===== config.mk =====
export PLATFORM = sky130hd
export DESIGN_NAME = kronos_obi_copier
export DESIGN_NICKNAME = d
export VERILOG_FILES = /design/src/rtl/kronos_copier_pkg.sv /design/src/rtl/kronos_copier_reg_if.sv /design/src/rtl/kronos_obi_copier.sv
export SDC_FILE = /design/constraint.sdc
export NUM_CORES = 1
export LEC_CHECK = 0
export CELL_PAD_IN_SITES_DETAIL_PLACEMENT = 1
export CELL_PAD_IN_SITES_GLOBAL_PLACEMENT = 2
export CORE_ASPECT_RATIO = 0.8
export CORE_MARGIN = 2
export CORE_UTILIZATION = 39
export DETAILED_ROUTE_END_ITERATION = 7
export DONT_BUFFER_PORTS = 1
export PLACE_DENSITY_LB_ADDON = 0.1
export SETUP_SLACK_MARGIN = 0.1
export SLEW_MARGIN = 0
export SYNTH_ARGS = -nofsm -noshare
export SYNTH_HDL_FRONTEND = slang
export SYNTH_HIERARCHICAL = 1
export SYNTH_SLANG_ARGS = --single-unit

===== constraint.sdc =====
create_clock -name clk_i -period 7.9 [get_ports clk_i]
set_clock_uncertainty 0.1 [all_clocks]
set_input_delay 1.58 -clock clk_i [delete_from_list [all_inputs] [get_ports clk_i]]
set_output_delay 1.58 -clock clk_i [all_outputs]
set_load 0.005 [all_outputs]

===== src/rtl/kronos_copier_pkg.sv =====
// kronos_copier_pkg
//   Shared types and constants for the kronos_obi_copier word-copy engine:
//   register-bus and OBI bus structs, register offsets, CTRL/STATUS bit
//   positions, the FSM state enum and default widths.
//   Optional feature macro: KRONOS_COPIER_PERF_EN (busy-cycle counter at 0x14).
package kronos_copier_pkg;

    localparam int LEN_W_DEF      = 16;
    localparam int REG_ADDR_W_DEF = 5;

    // Register offsets (byte addresses of 32-bit words)
    localparam logic [31:0] OFF_SRC    = 32'h00;
    localparam logic [31:0] OFF_DST    = 32'h04;
    localparam logic [31:0] OFF_LEN    = 32'h08;
    localparam logic [31:0] OFF_CTRL   = 32'h0C;
    localparam logic [31:0] OFF_STATUS = 32'h10;
    localparam logic [31:0] OFF_PERF   = 32'h14;

    localparam int CTRL_START_BIT   = 0;
    localparam int CTRL_INTR_EN_BIT = 1;
    localparam int STATUS_BUSY_BIT  = 0;
    localparam int STATUS_DONE_BIT  = 1;

    typedef struct packed {
        logic        valid;
        logic        write;
        logic [31:0] addr;
        logic [31:0] wdata;
        logic [3:0]  wstrb;
    } reg_req_t;

    typedef struct packed {
        logic        ready;
        logic        error;
        logic [31:0] rdata;
    } reg_rsp_t;

    typedef struct packed {
        logic        req;
        logic        we;
        logic [3:0]  be;
        logic [31:0] addr;
        logic [31:0] wdata;
    } obi_req_t;

    typedef struct packed {
        logic        gnt;
        logic        rvalid;
        logic [31:0] rdata;
    } obi_resp_t;

    typedef enum logic [2:0] {
        ST_IDLE    = 3'd0,
        ST_RD_REQ  = 3'd1,
        ST_RD_WAIT = 3'd2,
        ST_WR_REQ  = 3'd3,
        ST_WR_WAIT = 3'd4
    } copier_state_e;

endpackage


===== src/rtl/kronos_copier_reg_if.sv =====
// kronos_copier_reg_if
//   Register decode and storage for the copier: SRC, DST, LEN, CTRL, STATUS
//   and (optionally) PERF. Generates the accepted-START pulse and resolves the
//   DONE set/clear priority (set wins).
//   Optional feature macro: KRONOS_COPIER_PERF_EN. When undefined, the PERF
//   offset stays mapped and reads 0.
// Ports:
//   clk, rst      clock, synchronous active-high reset
//   reg_req       register bus request
//   reg_rsp       register bus response (always ready, combinational rdata)
//   busy          engine is not idle; blocks SRC/DST/LEN/START writes
//   done_set      engine completion (or zero-length START) this cycle
//   src, dst      word-aligned base addresses
//   len           word count
//   intr_en       interrupt enable
//   done          completion flag
//   start         accepted START pulse
module kronos_copier_reg_if
    import kronos_copier_pkg::*;
#(
    parameter int LEN_W      = LEN_W_DEF,
    parameter int REG_ADDR_W = REG_ADDR_W_DEF
) (
    input  logic             clk,
    input  logic             rst,
    input  reg_req_t         reg_req,
    output reg_rsp_t         reg_rsp,
    input  logic             busy,
    input  logic             done_set,
    output logic [31:0]      src,
    output logic [31:0]      dst,
    output logic [LEN_W-1:0] len,
    output logic             intr_en,
    output logic             done,
    output logic             start
);

    logic [REG_ADDR_W-1:0] off;
    logic hit_src, hit_dst, hit_len, hit_ctrl, hit_status, hit_perf;
    logic wr;
    logic done_clr;
    logic [31:0] perf_rd;

    assign off        = reg_req.addr[REG_ADDR_W-1:0];
    assign hit_src    = (off == REG_ADDR_W'(OFF_SRC));
    assign hit_dst    = (off == REG_ADDR_W'(OFF_DST));
    assign hit_len    = (off == REG_ADDR_W'(OFF_LEN));
    assign hit_ctrl   = (off == REG_ADDR_W'(OFF_CTRL));
    assign hit_status = (off == REG_ADDR_W'(OFF_STATUS));
    assign hit_perf   = (off == REG_ADDR_W'(OFF_PERF));
    assign wr         = reg_req.valid & reg_req.write;

    assign start    = wr & hit_ctrl & reg_req.wdata[CTRL_START_BIT] & ~busy;
    assign done_clr = start | (wr & hit_status & reg_req.wdata[STATUS_DONE_BIT]);

    // Byte strobes and the undecoded address bits carry no meaning here.
    logic unused_bits;
    assign unused_bits = ^{reg_req.wstrb, reg_req.addr[31:REG_ADDR_W]};

    always_ff @(posedge clk) begin
        if (rst) begin
            src     <= '0;
            dst     <= '0;
            len     <= '0;
            intr_en <= 1'b0;
            done    <= 1'b0;
        end else begin
            if (wr && hit_src && !busy) src <= {reg_req.wdata[31:2], 2'b00};
            if (wr && hit_dst && !busy) dst <= {reg_req.wdata[31:2], 2'b00};
            if (wr && hit_len && !busy) len <= reg_req.wdata[LEN_W-1:0];
            if (wr && hit_ctrl)         intr_en <= reg_req.wdata[CTRL_INTR_EN_BIT];
            // Completion in the same cycle as a clear keeps DONE set.
            if (done_set)      done <= 1'b1;
            else if (done_clr) done <= 1'b0;
        end
    end

`ifdef KRONOS_COPIER_PERF_EN
    logic [31:0] perf;
    always_ff @(posedge clk) begin
        if (rst || start)                perf <= '0;
        else if (busy && perf != '1)     perf <= perf + 32'd1;
    end
    assign perf_rd = perf;
`else
    assign perf_rd = '0;
`endif

    always_comb begin
        reg_rsp       = '0;
        reg_rsp.ready = 1'b1;
        if (hit_src)         reg_rsp.rdata = src;
        else if (hit_dst)    reg_rsp.rdata = dst;
        else if (hit_len)    reg_rsp.rdata = 32'(len);
        else if (hit_ctrl)   reg_rsp.rdata = {30'd0, intr_en, 1'b0};
        else if (hit_status) reg_rsp.rdata = {30'd0, done, busy};
        else if (hit_perf)   reg_rsp.rdata = perf_rd;
        else                 reg_rsp.error = reg_req.valid;
    end

endmodule


===== src/rtl/kronos_obi_copier.sv =====
// kronos_obi_copier
//   Register-programmed word-copy engine acting as an OBI initiator. Software
//   programs SRC, DST and LEN, then writes START; the engine reads and writes
//   one word at a time with a single outstanding transaction and raises a
//   level interrupt on completion.
//   Optional feature macro: KRONOS_COPIER_PERF_EN (busy-cycle counter).
// Ports:
//   clk_i, rst_i  clock, synchronous active-high reset
//   reg_req_i     register bus request
//   reg_rsp_o     register bus response
//   obi_req_o     OBI request (req, we, be, addr, wdata)
//   obi_resp_i    OBI response (gnt, rvalid, rdata)
//   done_intr_o   completion interrupt (DONE & INTR_EN, registered)
//
// Handshake: an OBI request is held with every field stable from the cycle
// req rises until the cycle gnt is sampled high; req drops the next cycle.
// The response is taken on the first rvalid seen in the matching WAIT state;
// rvalid in any other state is ignored.
module kronos_obi_copier
    import kronos_copier_pkg::*;
#(
    parameter int LEN_W      = LEN_W_DEF,
    parameter int REG_ADDR_W = REG_ADDR_W_DEF
) (
    input  logic      clk_i,
    input  logic      rst_i,
    input  reg_req_t  reg_req_i,
    output reg_rsp_t  reg_rsp_o,
    output obi_req_t  obi_req_o,
    input  obi_resp_t obi_resp_i,
    output logic      done_intr_o
);

    copier_state_e    state, state_next;
    logic [LEN_W-1:0] idx;
    logic [31:0]      data_buf;
    logic [31:0]      src, dst;
    logic [LEN_W-1:0] len;
    logic             intr_en, done, start, busy, done_set, last;
    logic [31:0]      rd_addr, wr_addr;

    assign busy    = (state != ST_IDLE);
    assign last    = (idx == len - LEN_W'(1));
    // Address arithmetic wraps modulo 2^32.
    assign rd_addr = src + (32'(idx) << 2);
    assign wr_addr = dst + (32'(idx) << 2);
    assign done_set = (start && len == '0)
                    || (state == ST_WR_WAIT && obi_resp_i.rvalid && last);

    kronos_copier_reg_if #(
        .LEN_W      (LEN_W),
        .REG_ADDR_W (REG_ADDR_W)
    ) u_reg_if (
        .clk      (clk_i),
        .rst      (rst_i),
        .reg_req  (reg_req_i),
        .reg_rsp  (reg_rsp_o),
        .busy     (busy),
        .done_set (done_set),
        .src      (src),
        .dst      (dst),
        .len      (len),
        .intr_en  (intr_en),
        .done     (done),
        .start    (start)
    );

    always_ff @(posedge clk_i) begin
        if (rst_i) begin
            state       <= ST_IDLE;
            idx         <= '0;
            data_buf    <= '0;
            done_intr_o <= 1'b0;
        end else begin
            state <= state_next;
            if (start)
                idx <= '0;
            else if (state == ST_WR_WAIT && obi_resp_i.rvalid && !last)
                idx <= idx + LEN_W'(1);
            if (state == ST_RD_WAIT && obi_resp_i.rvalid)
                data_buf <= obi_resp_i.rdata;
            done_intr_o <= done & intr_en;
        end
    end

    always_comb begin
        state_next = state;
        obi_req_o  = '0;
        case (state)
            ST_IDLE: begin
                if (start && len != '0) state_next = ST_RD_REQ;
            end
            ST_RD_REQ: begin
                obi_req_o.req  = 1'b1;
                obi_req_o.be   = 4'hF;
                obi_req_o.addr = rd_addr;
                if (obi_resp_i.gnt) state_next = ST_RD_WAIT;
            end
            ST_RD_WAIT: begin
                if (obi_resp_i.rvalid) state_next = ST_WR_REQ;
            end
            ST_WR_REQ: begin
                obi_req_o.req   = 1'b1;
                obi_req_o.we    = 1'b1;
                obi_req_o.be    = 4'hF;
                obi_req_o.addr  = wr_addr;
                obi_req_o.wdata = data_buf;
                if (obi_resp_i.gnt) state_next = ST_WR_WAIT;
            end
            ST_WR_WAIT: begin
                if (obi_resp_i.rvalid) state_next = last ? ST_IDLE : ST_RD_REQ;
            end
            default: state_next = ST_IDLE;
        endcase
    end

endmodule

==> run metrics <==
Mapped Cells 1,096; CP Max Fanout 12; power per cell area 168 mW/mm²; fin crit share 80.3%; number of fill cells between 2k and 3k; Hold Path Cell Cnt 2; sw frac 26.4%; grt met3 use under 10%; ratio of cells with drive above 1 in the final layout 7.58%; post-synth top area cell dfxtp_1; die height ~140 µm; LEAKAGE 0.00362 µW; Pint between 1000 and 1500 µW; DP Wirelength 20,400 µm; Post-synth ARST share 0%; GRT Total Usage 25.3%; cts hold-fix bufs 0; Area Overhead vs Synth 7.05%; clk sinks 130; Worst Setup End Kind output port; antenna cells 0; core area 0.0214 mm²; Synth top area share a little under a third; H-tree levels 4; multi-input logic area 0.00537 mm²; combinational power share 2.9%; Max-Slew Margin vs Limit 22.6%; routability cong. ~0.85; Slew Limit Fails 0; hold path start data_buf[21]; Flop pwr share 43.0%; total CTS buffers 17; Die X 169 µm; post-layout util 42.4%; setup-violating endpoint count in the final report 0; Mapped Area 0.00849 mm²; synth warn 6; TritonRoute pass-1 iters 5; Reg2Reg Launch Point u_reg_if/len[0]; clock buffer depth 2; WP data required 6.22 ns; GRT met1 Usage 34.9%; register area share after synthesis 30.7%; syn_area_per_cell between 7 and 8 µm²; RSZ-0062 raised after global routing false; Reg2Reg Setup Slack ~4.4 ns; Iter 0 DRT Violations around 350; antenna viol nets, final 0; worst min-delay path category reg -> reg; I/O pin total between 200 and 250; pin count of the biggest net entering global routing 64; Starting Density 39.6%; number of synthesized flops with an enable pin 0; row count 48; crit path launch type flip-flop; Final TNS setup 0 ns; Die ar. between 0.02 and 0.025 mm²; Endpoint, Worst Hold data_buf[21]; worst setup path class reg -> out; crit path DAT about 4.7 ns; setup bufs post-CTS 0; CTS tree yes; top_reg_cell synth dfxtp_1; Synth Register Bits 130; Post-Route WL 29,000 µm; RR Endpoint idx[10]; Reg area 0.00260 mm²; GRT overflow 0; Clock power frac 54.0%; Synth cell types 82; WHS 0.347 ns; Root Driver clkbuf_16; worst-margin pin slew 1.16 ns; Final Hold Vio Count 0; drt drc 0; Reg clk slew, reported paths about 0.070 ns; status finished, final reports clean; Resized Gates After CTS 0; via count 7,778; first-pass GRT wire length 45,000 µm; Commonest cells post-synth nand2_1 (245), dfxtp_1 (130), mux2i_1 (105); Global Route met2 Usage between 30% and 40%; VDD IR max 0.0000958 V; max frequency 158 MHz; NetSw 404 µW; Final min period around 6.3 ns; Pwr Total between 1500 and 2000 µW; input/output buffers 0; number of max-cap violations 0; gr busiest metal met2; number of global-route vias before repair around 7.8k; Synth area leaders dfxtp_1 (31%), mux2i_1 (12%), nand2_1 (11%); WL per Instance 21.8 µm; vias per cell slightly below 6; cell with the most instances after synthesis nand2_1; cells on worst reg2reg path 9; worst skew pair latency 0.44 ns; # nets final 1,171; initial antenna violation count 0
-- metrics by stage --
| step | instance area [µm²] | cells | setup slack [ns] |
|---|---|---|---|
| 2_1_floorplan | 8500 | 1099 | 2.20 |
| 3_3_place_gp | 8480 | 1299 | 2.11 |
| 3_5_place_dp | 8480 | 1299 | 2.03 |
| 4_1_cts | 9080 | 1331 | 1.56 |
| 5_1_grt | 9080 | 1331 | 1.19 |
| 6_report | 9080 | 1331 | 1.56 |
-- layout make-up --
class,count,share of cell area [%]
Inverter,20,0.826
Clock inverter,15,2.00
Timing Repair Buffer,11,0.909
Sequential cell,130,28.6
Multi-Input combinational cell,863,59.2
Tap cell,275,3.79
Clock buffer,17,4.68
-- logic make-up (layout without fill, tap and decap cells) --
| kind of cell | after synthesis | after routing | share of synthesized area [%] |
|---|---|---|---|
| fa+ha+maj | 22 | 22 | 3.33 |
| compound gates | 218 | 218 | 16.1 |
| other cells | 2 | 5 | 0.0885 |
| mux | 106 | 106 | 12.5 |
| simple gates | 474 | 474 | 27.1 |
| xor+xnor | 38 | 38 | 3.92 |
| buf+inv | 106 | 63 | 6.32 |
| flops | 130 | 130 | 30.7 |
-- state kept, by name, summed over array words and instances (netlist names) --
register          flops
data_buf             32
u_reg_if/dst         30
u_reg_if/src         30
idx                  16
u_reg_if/len         16
state                 3
done_intr_o           1
u_reg_if/done         1
u_reg_if/intr_en      1
-- worst max-delay path, cell delays in order, from the launching register on --
cell      delay [ns]
dfxtp_1         0.70
nand3b_1        0.18
inv_1           0.48
buf_4           0.30
nand2_1         0.07
nand2_1         0.12
ha_1            0.23
a211oi_1        0.13
o21ai_0         0.35
a31oi_1         0.29
o31ai_1         0.26
buf_4           0.23
o21ai_0         0.14
or3_1           0.45
mux2i_1         0.29
-- power by group through the flow --
stage	clock network [µW]	registers, µW	logic [µW]
finish	827	659	44.8
floorplan	0	673	47.1
detailed placement	0	674	44.3
global placement	0	674	43.9
CTS	845	659	44.4
global route	874	659	49.0
-- placed cells by master (no fill, tap or decap), drive strengths merged, types with 21 or more instances in the layout --
master and instances:
nand2 246, dfxtp 130, mux2i 105, a21oi 82, o21ai 54, nor2 47, and3 43, inv 30
nand4 28, xnor2 22, ha 21, nand3 21
-- per-layer routing --
layer,wire [µm],part of all wire [%],vias up
met5,0,0,-
met3,1870,6.4,29
met4,569,2.0,0
li1,-,-,3767
met2,12600,44,203
met1,13900,48,3779
-- how the worst max path moves through the flow --
stage	from	endpoint	slack [ns]	cells after the start
final	state[1]	obi_req_o[63]	1.56	14
after global routing	state[1]	obi_req_o[63]	1.19	14
after CTS	state[1]	obi_req_o[63]	1.56	14
after detailed placement	state[1]	obi_req_o[63]	2.03	14
after global placement	state[1]	obi_req_o[63]	2.11	14
after floorplan	state[2]	obi_req_o[63]	2.20	15
No activity file was read; power rests on OpenSTA's default activity.
